==> src/rtl/nx_node_pkg.sv <==
// Shared types and default sizes for the nx_node instruction path.
package nx_node_pkg;

    localparam int NX_INSTR_WIDTH = 15;
    localparam int NX_MAX_INSTRS  = 512;

    typedef enum logic [1:0] {
        IDLE  = 2'd0,
        RUN   = 2'd1,
        DRAIN = 2'd2
    } nx_fetch_state_t;

endpackage

==> src/rtl/nx_fifo_sync.sv <==
// Synchronous FIFO of any depth (not restricted to powers of two) with level, empty and full flags.
module nx_fifo_sync #(
    parameter int  WIDTH = 16,
    parameter int  DEPTH = 3,
    localparam int PW    = (DEPTH > 1) ? $clog2(DEPTH) : 1,
    localparam int LW    = $clog2(DEPTH + 1)
) (
    input  logic             clk_i,
    input  logic             rst_i,
    input  logic             push_i,
    input  logic [WIDTH-1:0] push_data_i,
    input  logic             pop_i,
    output logic [WIDTH-1:0] pop_data_o,
    output logic             empty_o,
    output logic             full_o,
    output logic [LW-1:0]    level_o
);

    logic [WIDTH-1:0] mem_q [DEPTH];
    logic [PW-1:0]    wr_ptr_q, wr_ptr_d;
    logic [PW-1:0]    rd_ptr_q, rd_ptr_d;
    logic [LW-1:0]    level_q, level_d;
    logic             do_push, do_pop;

    function automatic logic [PW-1:0] ptr_inc(input logic [PW-1:0] p);
        return (p == PW'(DEPTH - 1)) ? '0 : p + PW'(1);
    endfunction

    assign empty_o    = (level_q == '0);
    assign full_o     = (level_q == LW'(DEPTH));
    assign level_o    = level_q;
    assign pop_data_o = mem_q[rd_ptr_q];

    // NOTE: every signal written in always_comb gets a default first, so no path can infer a latch.
    always_comb begin
        do_push  = push_i & (~full_o | pop_i);
        do_pop   = pop_i & ~empty_o;
        wr_ptr_d = do_push ? ptr_inc(wr_ptr_q) : wr_ptr_q;
        rd_ptr_d = do_pop ? ptr_inc(rd_ptr_q) : rd_ptr_q;
        level_d  = level_q + LW'(do_push) - LW'(do_pop);
    end

    // NOTE: sequential state uses non-blocking assignments so every flop samples pre-edge values.
    always_ff @(posedge clk_i) begin
        if (rst_i) begin
            wr_ptr_q <= '0;
            rd_ptr_q <= '0;
            level_q  <= '0;
        end else begin
            wr_ptr_q <= wr_ptr_d;
            rd_ptr_q <= rd_ptr_d;
            level_q  <= level_d;
        end
    end

    // NOTE: storage has no reset; the pointers and level alone decide which entries are live.
    always_ff @(posedge clk_i) begin
        if (do_push) begin
            mem_q[wr_ptr_q] <= push_data_i;
        end
    end

endmodule

==> src/rtl/nx_node_fetch.sv <==
// Instruction fetch sequencer: walks store addresses 0..count-1 and streams instructions to the core.
// Optional stall/back-pressure counters are built when NX_NODE_FETCH_STATS_EN is defined.
module nx_node_fetch
    import nx_node_pkg::*;
#(
    parameter int  INSTR_WIDTH = NX_INSTR_WIDTH,
    parameter int  MAX_INSTRS  = NX_MAX_INSTRS,
    parameter int  FIFO_DEPTH  = 3,
    localparam int AW          = $clog2(MAX_INSTRS)
) (
    input  logic                   clk_i,
    input  logic                   rst_i,
    input  logic                   trigger_i,
    input  logic [AW-1:0]          instr_count_i,
    output logic [AW-1:0]          fetch_addr_o,
    output logic                   fetch_rd_o,
    input  logic [INSTR_WIDTH-1:0] fetch_data_i,
    input  logic                   fetch_stall_i,
    output logic [INSTR_WIDTH-1:0] instr_data_o,
    output logic                   instr_last_o,
    output logic                   instr_valid_o,
    input  logic                   instr_ready_i,
    output logic                   idle_o,
    output logic                   done_o
`ifdef NX_NODE_FETCH_STATS_EN
    ,
    output logic [15:0]            stat_stall_o,
    output logic [15:0]            stat_bp_o
`endif
);

    localparam int LW = $clog2(FIFO_DEPTH + 1);
    localparam int CW = $clog2(FIFO_DEPTH + 3);

    nx_fetch_state_t  state_q, state_d;
    logic [AW-1:0]    addr_q, addr_d;
    logic [AW-1:0]    limit_q, limit_d;
    logic             rd_q, rd_d;
    logic             inflight_q, inflight_d;
    logic             ret_last_q, ret_last_d;
    logic             done_q, done_d;

    logic             accept, room;
    logic [CW-1:0]    credit_next;
    logic             fifo_push, fifo_pop, fifo_empty, fifo_full;
    logic [LW-1:0]    fifo_level;
    logic [INSTR_WIDTH:0] fifo_head;

    assign accept    = rd_q & ~fetch_stall_i;
    assign fifo_pop  = ~fifo_empty & instr_ready_i;
    assign fifo_push = inflight_q & (~fifo_full | fifo_pop);

    // Entries held or in flight after this edge; a new request is only raised if one slot remains.
    assign credit_next = CW'(fifo_level) + CW'(inflight_q) + CW'(accept) - CW'(fifo_pop);
    assign room        = credit_next < CW'(FIFO_DEPTH);

    nx_fifo_sync #(
        .WIDTH (INSTR_WIDTH + 1),
        .DEPTH (FIFO_DEPTH)
    ) u_fifo (
        .clk_i       (clk_i),
        .rst_i       (rst_i),
        .push_i      (fifo_push),
        .push_data_i ({ret_last_q, fetch_data_i}),
        .pop_i       (fifo_pop),
        .pop_data_o  (fifo_head),
        .empty_o     (fifo_empty),
        .full_o      (fifo_full),
        .level_o     (fifo_level)
    );

    always_ff @(posedge clk_i) begin
        if (rst_i) begin
            state_q    <= IDLE;
            addr_q     <= '0;
            limit_q    <= '0;
            rd_q       <= 1'b0;
            inflight_q <= 1'b0;
            ret_last_q <= 1'b0;
            done_q     <= 1'b0;
        end else begin
            state_q    <= state_d;
            addr_q     <= addr_d;
            limit_q    <= limit_d;
            rd_q       <= rd_d;
            inflight_q <= inflight_d;
            ret_last_q <= ret_last_d;
            done_q     <= done_d;
        end
    end

    always_comb begin
        state_d    = state_q;
        addr_d     = addr_q;
        limit_d    = limit_q;
        rd_d       = rd_q;
        inflight_d = 1'b0;
        ret_last_d = ret_last_q;
        done_d     = 1'b0;
        unique case (state_q)
            IDLE: begin
                if (trigger_i) begin
                    if (instr_count_i != '0) begin
                        state_d = RUN;
                        limit_d = instr_count_i;
                        addr_d  = '0;
                        rd_d    = 1'b1;
                    end else begin
                        done_d  = 1'b1;
                    end
                end
            end
            RUN: begin
                if (accept) begin
                    addr_d     = addr_q + AW'(1);
                    inflight_d = 1'b1;
                    ret_last_d = (addr_q == limit_q - AW'(1));
                    if (ret_last_d) begin
                        state_d = DRAIN;
                        rd_d    = 1'b0;
                    end else begin
                        rd_d    = room;
                    end
                end else if (!rd_q) begin
                    rd_d = room;
                end
            end
            DRAIN: begin
                // The last-flagged entry is the final one pushed, so popping it empties the pass.
                if (fifo_pop && fifo_head[INSTR_WIDTH]) begin
                    state_d = IDLE;
                    addr_d  = '0;
                    done_d  = 1'b1;
                end
            end
            default: state_d = IDLE;
        endcase
    end

    always_comb begin
        idle_o        = (state_q == IDLE);
        fetch_rd_o    = rd_q;
        fetch_addr_o  = addr_q;
        done_o        = done_q;
        instr_valid_o = ~fifo_empty;
        instr_data_o  = fifo_empty ? '0 : fifo_head[INSTR_WIDTH-1:0];
        instr_last_o  = ~fifo_empty & fifo_head[INSTR_WIDTH];
    end

`ifdef NX_NODE_FETCH_STATS_EN
    logic [15:0] stat_stall_q, stat_stall_d;
    logic [15:0] stat_bp_q, stat_bp_d;

    always_comb begin
        stat_stall_d = stat_stall_q;
        stat_bp_d    = stat_bp_q;
        if ((state_q == IDLE) && trigger_i) begin
            stat_stall_d = '0;
            stat_bp_d    = '0;
        end else begin
            if (rd_q && fetch_stall_i && !(&stat_stall_q)) begin
                stat_stall_d = stat_stall_q + 16'd1;
            end
            if (instr_valid_o && !instr_ready_i && !(&stat_bp_q)) begin
                stat_bp_d = stat_bp_q + 16'd1;
            end
        end
    end

    always_ff @(posedge clk_i) begin
        if (rst_i) begin
            stat_stall_q <= '0;
            stat_bp_q    <= '0;
        end else begin
            stat_stall_q <= stat_stall_d;
            stat_bp_q    <= stat_bp_d;
        end
    end

    assign stat_stall_o = stat_stall_q;
    assign stat_bp_o    = stat_bp_q;
`endif

endmodule

==> config.mk <==
export PLATFORM = sky130hd
export DESIGN_NAME = nx_node_fetch
export DESIGN_NICKNAME = d
export VERILOG_FILES = /design/src/rtl/nx_node_pkg.sv /design/src/rtl/nx_fifo_sync.sv /design/src/rtl/nx_node_fetch.sv
export SDC_FILE = /design/constraint.sdc
export NUM_CORES = 1
export LEC_CHECK = 0
export ABC_CLOCK_PERIOD_IN_PS = 6440
export BUFFER_PORTS_ARGS = -buffer_cell sky130_fd_sc_hd__buf_2
export CAP_MARGIN = 10
export CORE_ASPECT_RATIO = 1.75
export CORE_MARGIN = 5
export CORE_UTILIZATION = 45
export DETAILED_ROUTE_END_ITERATION = 16
export GPL_TIMING_DRIVEN = 0
export HOLD_SLACK_MARGIN = 0.1
export PLACE_DENSITY_LB_ADDON = 0.08
export RECOVER_POWER = 50
export SLEW_MARGIN = 25
export SYNTH_ARGS = -nofsm -noshare
export SYNTH_HDL_FRONTEND = slang
export SYNTH_HIERARCHICAL = 1
export SYNTH_SLANG_ARGS = --single-unit
==> constraint.sdc <==
create_clock -name clk_i -period 6.44 [get_ports clk_i]
set_clock_uncertainty 0.15 [all_clocks]
set_input_delay 0 -clock clk_i [delete_from_list [all_inputs] [get_ports clk_i]]
set_output_delay 0 -clock clk_i [all_outputs]
set_load 0.05 [all_outputs]
==> results of run 1 <==
## registers in the layout, indices dropped and copies added (netlist names), named ones only
signal           cells
state_q              2
fetch_addr_o         9
u_fifo/rd_ptr_q      2
u_fifo/mem_q        48
ret_last_q           1
u_fifo/wr_ptr_q      2
u_fifo/level_o       2
inflight_q           1
fetch_rd_o           1
done_o               1
limit_q              9
## metrics by stage
step                total power (uW)  utilization
global route                    1200        0.581
floorplan                        623            -
finish                          1150        0.581
detailed placement               653        0.513
global placement                 651        0.505
CTS                             1170        0.586
## report_power, final
part | leakage, uW | switching [uW] | internal, uW
logic | 0.000916 | 59.3 | 41.7
clock network | 0.000143 | 183 | 316
registers | 0.000688 | 5.95 | 548
## kinds of logic after synthesis
| logic type | Yosys count | share of synthesized area |
|---|---|---|
| adders and majority gates | 7 | 0.0272 |
| and+or+nand+nor | 128 | 0.178 |
| xor gates and xnor gates | 10 | 0.0232 |
| muxes | 23 | 0.0627 |
| AOI/OAI and AO/OA | 67 | 0.120 |
| DFF | 80 | 0.552 |
| buffers and inverters | 30 | 0.0375 |
## layout by cell type (no fill, tap or decap), drive strengths merged, types with 6 or more instances in the layout
cell	instances
inv	17
dlygate4sd3	31
nor2	14
a31oi	10
dfxtp	32
nand2	36
clkbuf	52
edfxtp	48
buf	34
mux2i	21
a21oi	14
o21ai	23
nor2b	26
nor3	10
xor2	8
o31ai	6
nand3	14
## worst max-delay path, stage by stage, from the launching register on
cell and delay, ns:
dfxtp_1 0.37, nor2_1 0.68, nor2b_1 0.32, ha_1 0.38, fa_1 0.36, inv_1 0.08
fa_1 0.41, inv_1 0.06, o21ai_0 0.10, a31oi_1 0.16, o21ai_0 0.10, a31oi_1 0.15
## worst paths after layout
| check | startpoint | end | cells past startpoint |
|---|---|---|---|
| hold / removal | fetch_data_i[2] | u_fifo/mem_q[0][2] | 2 |
| setup reg to reg | u_fifo/level_o[1] | fetch_rd_o | 11 |
| hold reg to reg | ret_last_q | u_fifo/mem_q[1][15] | 0 |
| setup / recovery | u_fifo/level_o[1] | fetch_rd_o | 11 |
## per-layer routing
layer,track usage,up-vias
met5,0,-
met4,0.107,0
met3,0.0212,14
met2,0.320,70
met1,0.188,1335
li1,-,1451
## what timing repair did
action | in CTS | in global routing
endpoints found under the setup margin | 0 | 0
hold endpoints to repair | 66 | 0
hold buffers | 31 | 0
buffers inserted | 0 | 0
## final cells by class
| class | count | area [um^2] | area share |
|---|---|---|---|
| repair buffers | 94 | 598 | 0.125 |
| multi-input cells | 235 | 1570 | 0.326 |
| flip-flops and latches | 80 | 2080 | 0.434 |
| inverters | 17 | 63.8 | 0.0133 |
| well taps | 92 | 115 | 0.0240 |
| clock buffers | 11 | 253 | 0.0527 |
| clock inverters | 3 | 42.5 | 0.00887 |
| plain buffers | 13 | 77.6 | 0.0162 |
==> summary.txt, run 1 <==
=================================================================================
Routed WL per cell .................................................      15.8 um
Area fraction of the dominant cell type after synthesis ............        0.382
FP Rows ............................................................           44
Slew margin rel. ...................................................        0.438
Inst Count DP ......................................................          500
Synthesized Nets ...................................................          381
CTS sink cnt .......................................................           80
Number of buffers inserted during clock tree synthesis .............            9
Max Used Layer .....................................................         met4
Die Outline Area ...................................................   10400 um^2
Critical Path Sink Type ............................................         flop
Leading cell type by number of instances after synthesis ...........     edfxtp_1
Pin count of the biggest net entering global routing ...............           13
Worst hold margin ..................................................     0.279 ns
Initial Util .......................................................        0.457
Sequential share of the synthesized area ...........................        0.552
Smallest setup slack after layout ..................................      3.04 ns
Post-route non-filler standard cell count ..........................          545
Root buf cell ......................................................    clkbuf_16
Max Cap Viol .......................................................            0
I/O pin total ......................................................           58
Pwr/cell area ......................................................  241 nW/um^2
Total DRC errors in the routed layout ..............................            0
Crit Path Category ................................................. flop to flop
FF-to-FF setup slack ...............................................      3.04 ns
Routed wire length on met3 .........................................       272 um
Reg clk slew, reported paths .......................................      0.05 ns
Hold/Removal Path Class ............................................ input pin to flop
Most used standard cells in the synthesized netlist ................ edfxtp_1 (48), nand2_1 (36), dfxtp_1 (32), nor2b_1 (26)
Worst Setup Slack post-DPL .........................................      3.00 ns
Detail Placement HPWL ..............................................      6270 um
Final Wtd Congestion ...............................................        0.816
Source-to-sink clock delay at the later pin of the worst-skew pair .      0.33 ns
Gates resized, CTS repair ..........................................            0
Startpoint Class ...................................................         flop
Count of buffers inserted at the top-level ports ...................           57
Height of the die ..................................................       131 um
Synth Warn # .......................................................            6
Die X-Extent .......................................................      79.2 um
Clock tree from TritonCTS ..........................................        built
Number of enable flip-flop cells after synthesis ...................           48
Slew at the pin closest to its max-slew limit ......................     0.840 ns
Cell type contributing the most total cell area after synthesis ....     edfxtp_1
Total number of nets in the final design ...........................          486
Count of distinct cell types in the synthesized netlist ............           53
Maximum vdd drop ...................................................   0.000136 V
Fin Setup TNS ......................................................         0 ns
Final hold violation count .........................................            0
First-pass DRT Iterations ..........................................            4
Part of the cycle the worst path needs .............................        0.528
Final std cell area, no fill .......................................    4800 um^2
Fraction of final layout cells with drive strength greater than 1 ..        0.135
Run status ......................................................... complete, no violations
Placement Cell Area ................................................    4230 um^2
Worst path required time ...........................................      6.54 ns
Number of nets still failing antenna checks after routing ..........            0
First-pass GRT wire length .........................................     14100 um
Unrepaired setup endpoints after global routing ....................        false
Most instantiated flip-flop cell in the synthesis netlist ..........     edfxtp_1
Global Route Usage Sum .............................................        0.176
Detailed-routed wire length on met2 ................................      4770 um
Number of antenna violations at the first check in global routing ..            0
Fmax ...............................................................      294 MHz
GR Overflow Total ..................................................            0
Core region area ...................................................    8260 um^2
Sum of routed wire length over all layers ..........................      8590 um
Maximum level of the CTS H-tree ....................................            3
Minimum clock period after layout ..................................      3.40 ns
Number of setup violations in the final report .....................            0
FILL cells .........................................................          728
Cell area after synthesis ..........................................    3770 um^2
Initial DRC count ..................................................           88
Data arrival at the endpoint of the critical path ..................      3.50 ns
Slew Viols, Final ..................................................            0
Cell types with the largest area share after synthesis ............. edfxtp_1 (38%), dfxtp_1 (17%), mux2i_1 (5.6%)
Mean number of vias per cell .......................................         5.27
Reported leakage power .............................................   0.00175 uW
Number of global-route vias before repair ..........................         2965
Clock Tree Buf Depth ...............................................            2
Average size of a mapped cell ......................................    10.9 um^2
Crit Path Max Fanout ...............................................           10
Routed via count ...................................................         2870
#FFs+latches synth .................................................           80
Synth Instances ....................................................          345
Routed met1 length .................................................      3310 um
Area added between synthesis and finish ............................        27.1%
Number of antenna diodes ...........................................            0
Async set-or-reset flop fraction in the synthesized netlist ........            0
=================================================================================
(Power assumes the default switching activity.)
==> inputs of run 2 (changes only) <==
--- a/config.mk
+++ b/config.mk
@@ -5,7 +5,7 @@
 export SDC_FILE = /design/constraint.sdc
 export NUM_CORES = 1
 export LEC_CHECK = 0
-export ABC_CLOCK_PERIOD_IN_PS = 6440
+export ABC_CLOCK_PERIOD_IN_PS = 3400
 export BUFFER_PORTS_ARGS = -buffer_cell sky130_fd_sc_hd__buf_2
 export CAP_MARGIN = 10
 export CORE_ASPECT_RATIO = 1.75
==> constraint.sdc (replaced) <==
create_clock -name clk_i -period 3.4 [get_ports clk_i]
set_clock_uncertainty 0.15 [all_clocks]
set_input_delay 0 -clock clk_i [delete_from_list [all_inputs] [get_ports clk_i]]
set_output_delay 0 -clock clk_i [all_outputs]
set_load 0.05 [all_outputs]
==> summary.txt, run 2 (same netlist as run 1, synthesis figures left out) <==
=================================================================================
I/O pin total ......................................................           58
Clock tree from TritonCTS ..........................................        built
Max Used Layer .....................................................         met4
Setup crit end ..................................................... u_fifo/level_o[1]
Crit Path Max Fanout ...............................................           10
Routed via count ...................................................         2875
Proportion of power drawn by combinational gates ...................        0.087
FF-to-FF setup slack ...............................................      0.38 ns
Critical Path Sink Type ............................................         flop
Slew at the pin closest to its max-slew limit ......................     0.977 ns
Run status ......................................................... complete, no violations
Clock Tree Buf Depth ...............................................            2
Routed wire length on met3 .........................................       284 um
Final hold violation count .........................................            0
GR Overflow Total ..................................................            0
Part of the cycle the worst path needs .............................        0.889
Number of antenna violations at the first check in global routing ..            0
Routed met1 length .................................................      3300 um
Overall power after layout .........................................      2190 uW
Switching portion of total power ...................................        0.215
Capture instance of the worst register-to-register path ............ u_fifo/level_o[1]
FP Rows ............................................................           44
Origin of the critical flop-to-flop path ........................... u_fifo/level_o[1]
Crit Path Category ................................................. flop to flop
Worst path required time ...........................................      3.47 ns
Total number of nets in the final design ...........................          486
Count of buffers inserted at the top-level ports ...................           57
Slew Viols, Final ..................................................            0
First-pass DRT Iterations ..........................................            5
Reported leakage power .............................................   0.00175 uW
Source-to-sink clock delay at the later pin of the worst-skew pair .      0.33 ns
Fmax ...............................................................      331 MHz
Final Wtd Congestion ...............................................        0.816
Max Cap Viol .......................................................            0
Hold/Removal Path Class ............................................ input pin to flop
Cell internal pwr ..................................................      1720 uW
Post-route non-filler standard cell count ..........................          545
Register with the highest flop count ............................... u_fifo/mem_q
Core region area ...................................................    8260 um^2
Launch point of the critical path .................................. u_fifo/level_o[1]
Slew margin rel. ...................................................        0.342
Number of setup buffers added after CTS ............................            0
Routed WL per cell .................................................      15.8 um
Detailed-routed wire length on met2 ................................      4730 um
Unrepaired setup endpoints after global routing ....................        false
Startpoint Class ...................................................         flop
Reg clk slew, reported paths .......................................      0.05 ns
Number of buffers inserted during clock tree synthesis .............            9
Max FFs per register ...............................................           48
Die Outline Area ...................................................   10400 um^2
Maximum level of the CTS H-tree ....................................            3
Pin count of the biggest net entering global routing ...............           13
CTS sink cnt .......................................................           80
Area added between synthesis and finish ............................        26.9%
Fraction of final layout cells with drive strength greater than 1 ..        0.135
Sum of routed wire length over all layers ..........................      8590 um
Global Route Usage Sum .............................................        0.176
Detail Placement HPWL ..............................................      6270 um
Inst Count DP ......................................................          500
Maximum vdd drop ...................................................   0.000258 V
Part of the power in the clock network .............................        0.432
Most common cell after layout, fill and taps aside .................     edfxtp_1
Top library cells by usage in the layout, fill and taps aside ...... edfxtp_1 (48), clkbuf_1 (41), nand2_1 (36)
Number of nets still failing antenna checks after routing ..........            0
Pwr/cell area ......................................................  457 nW/um^2
Register share of total power ......................................        0.480
Root buf cell ......................................................    clkbuf_16
Die X-Extent .......................................................      79.2 um
First-pass GRT wire length .........................................     14100 um
Height of the die ..................................................       131 um
Power dissipated by switching net loads ............................       470 uW
Minimum clock period after layout ..................................      3.02 ns
Number of antenna diodes ...........................................            0
Mean number of vias per cell .......................................         5.28
Total DRC errors in the routed layout ..............................            0
Number of global-route vias before repair ..........................         2965
Initial DRC count ..................................................           82
Number of setup violations in the final report .....................            0
Initial Util .......................................................        0.457
Worst r2r path cells ...............................................            9
Final standard cell utilization of the core ........................        0.580
Data arrival at the endpoint of the critical path ..................      3.09 ns
=================================================================================
## run 2: cell counts in the layout (fill, tap and decap cells not counted)
No cell type changed its count.
## run 2: worst max-delay path, stage by stage, from the launching register on
cell and delay [ns]:
dfxtp_1 0.37, nor2_2 0.47, nor2b_2 0.15, o21ai_0 0.81
ha_1 0.37, inv_1 0.05, ha_1 0.15, xor2_1 0.18
and2_2 0.17, nor3_1 0.04
## run 2: per-layer routing
layer | vias to the layer above | GRT usage
li1 | 1453 | -
met1 | 1338 | 0.188
met2 | 68 | 0.320
met3 | 16 | 0.0212
met4 | 0 | 0.107
met5 | - | 0
## run 2: worst min-delay path by stage
stage / start / endpoint / cells after the start / slack [ns]
2_1_floorplan: rst_i / u_fifo/level_o[0] / 1 / -0.08
3_3_place_gp: fetch_data_i[3] / u_fifo/mem_q[0][3] / 1 / 0.05
3_5_place_dp: fetch_data_i[3] / u_fifo/mem_q[0][3] / 1 / 0.05
4_1_cts: fetch_data_i[2] / u_fifo/mem_q[0][2] / 2 / 0.25
5_1_grt: fetch_data_i[2] / u_fifo/mem_q[0][2] / 2 / 0.29
6_report: fetch_data_i[2] / u_fifo/mem_q[0][2] / 2 / 0.28
## run 2: repair_timing
item	4_1_cts	5_1_grt
resized for setup	1	1
hold buffers	31	0
endpoints found under the setup margin	1	1
pin swaps	0	0
endpoints found under the hold margin	66	0
## run 2: layout make-up
type                       instances  area [um^2]
clock buffer                      11          253
multi-input combinational        235         1560
buffer                            13         77.6
fill                             731         3470
tap                               92          115
inverter                          17         63.8
timing repair buffer              94          598
clock inverter                     3         42.5
sequential                        80         2080
## run 2: power groups by stage
stage / Combinational (uW) / Sequential, uW / Clock [uW]
after global routing: 211 / 1050 / 1010
final: 191 / 1050 / 945
after floorplan: 107 / 1070 / 0
after CTS: 195 / 1050 / 970
after detailed placement: 167 / 1070 / 0
after global placement: 163 / 1070 / 0
## run 2: metrics by stage
stage	setup TNS, ns	hold WS, ns	area, um^2	setup WS [ns]
final	0	0.279	4790	0.379
after global routing	0	0.291	4790	0.167
after CTS	0	0.246	4840	0.210
after detailed placement	-0.0445	0.0524	4230	-0.0445
after global placement	-47.30	0.0487	4170	-1.11
after floorplan	0	-0.0784	3770	0.242
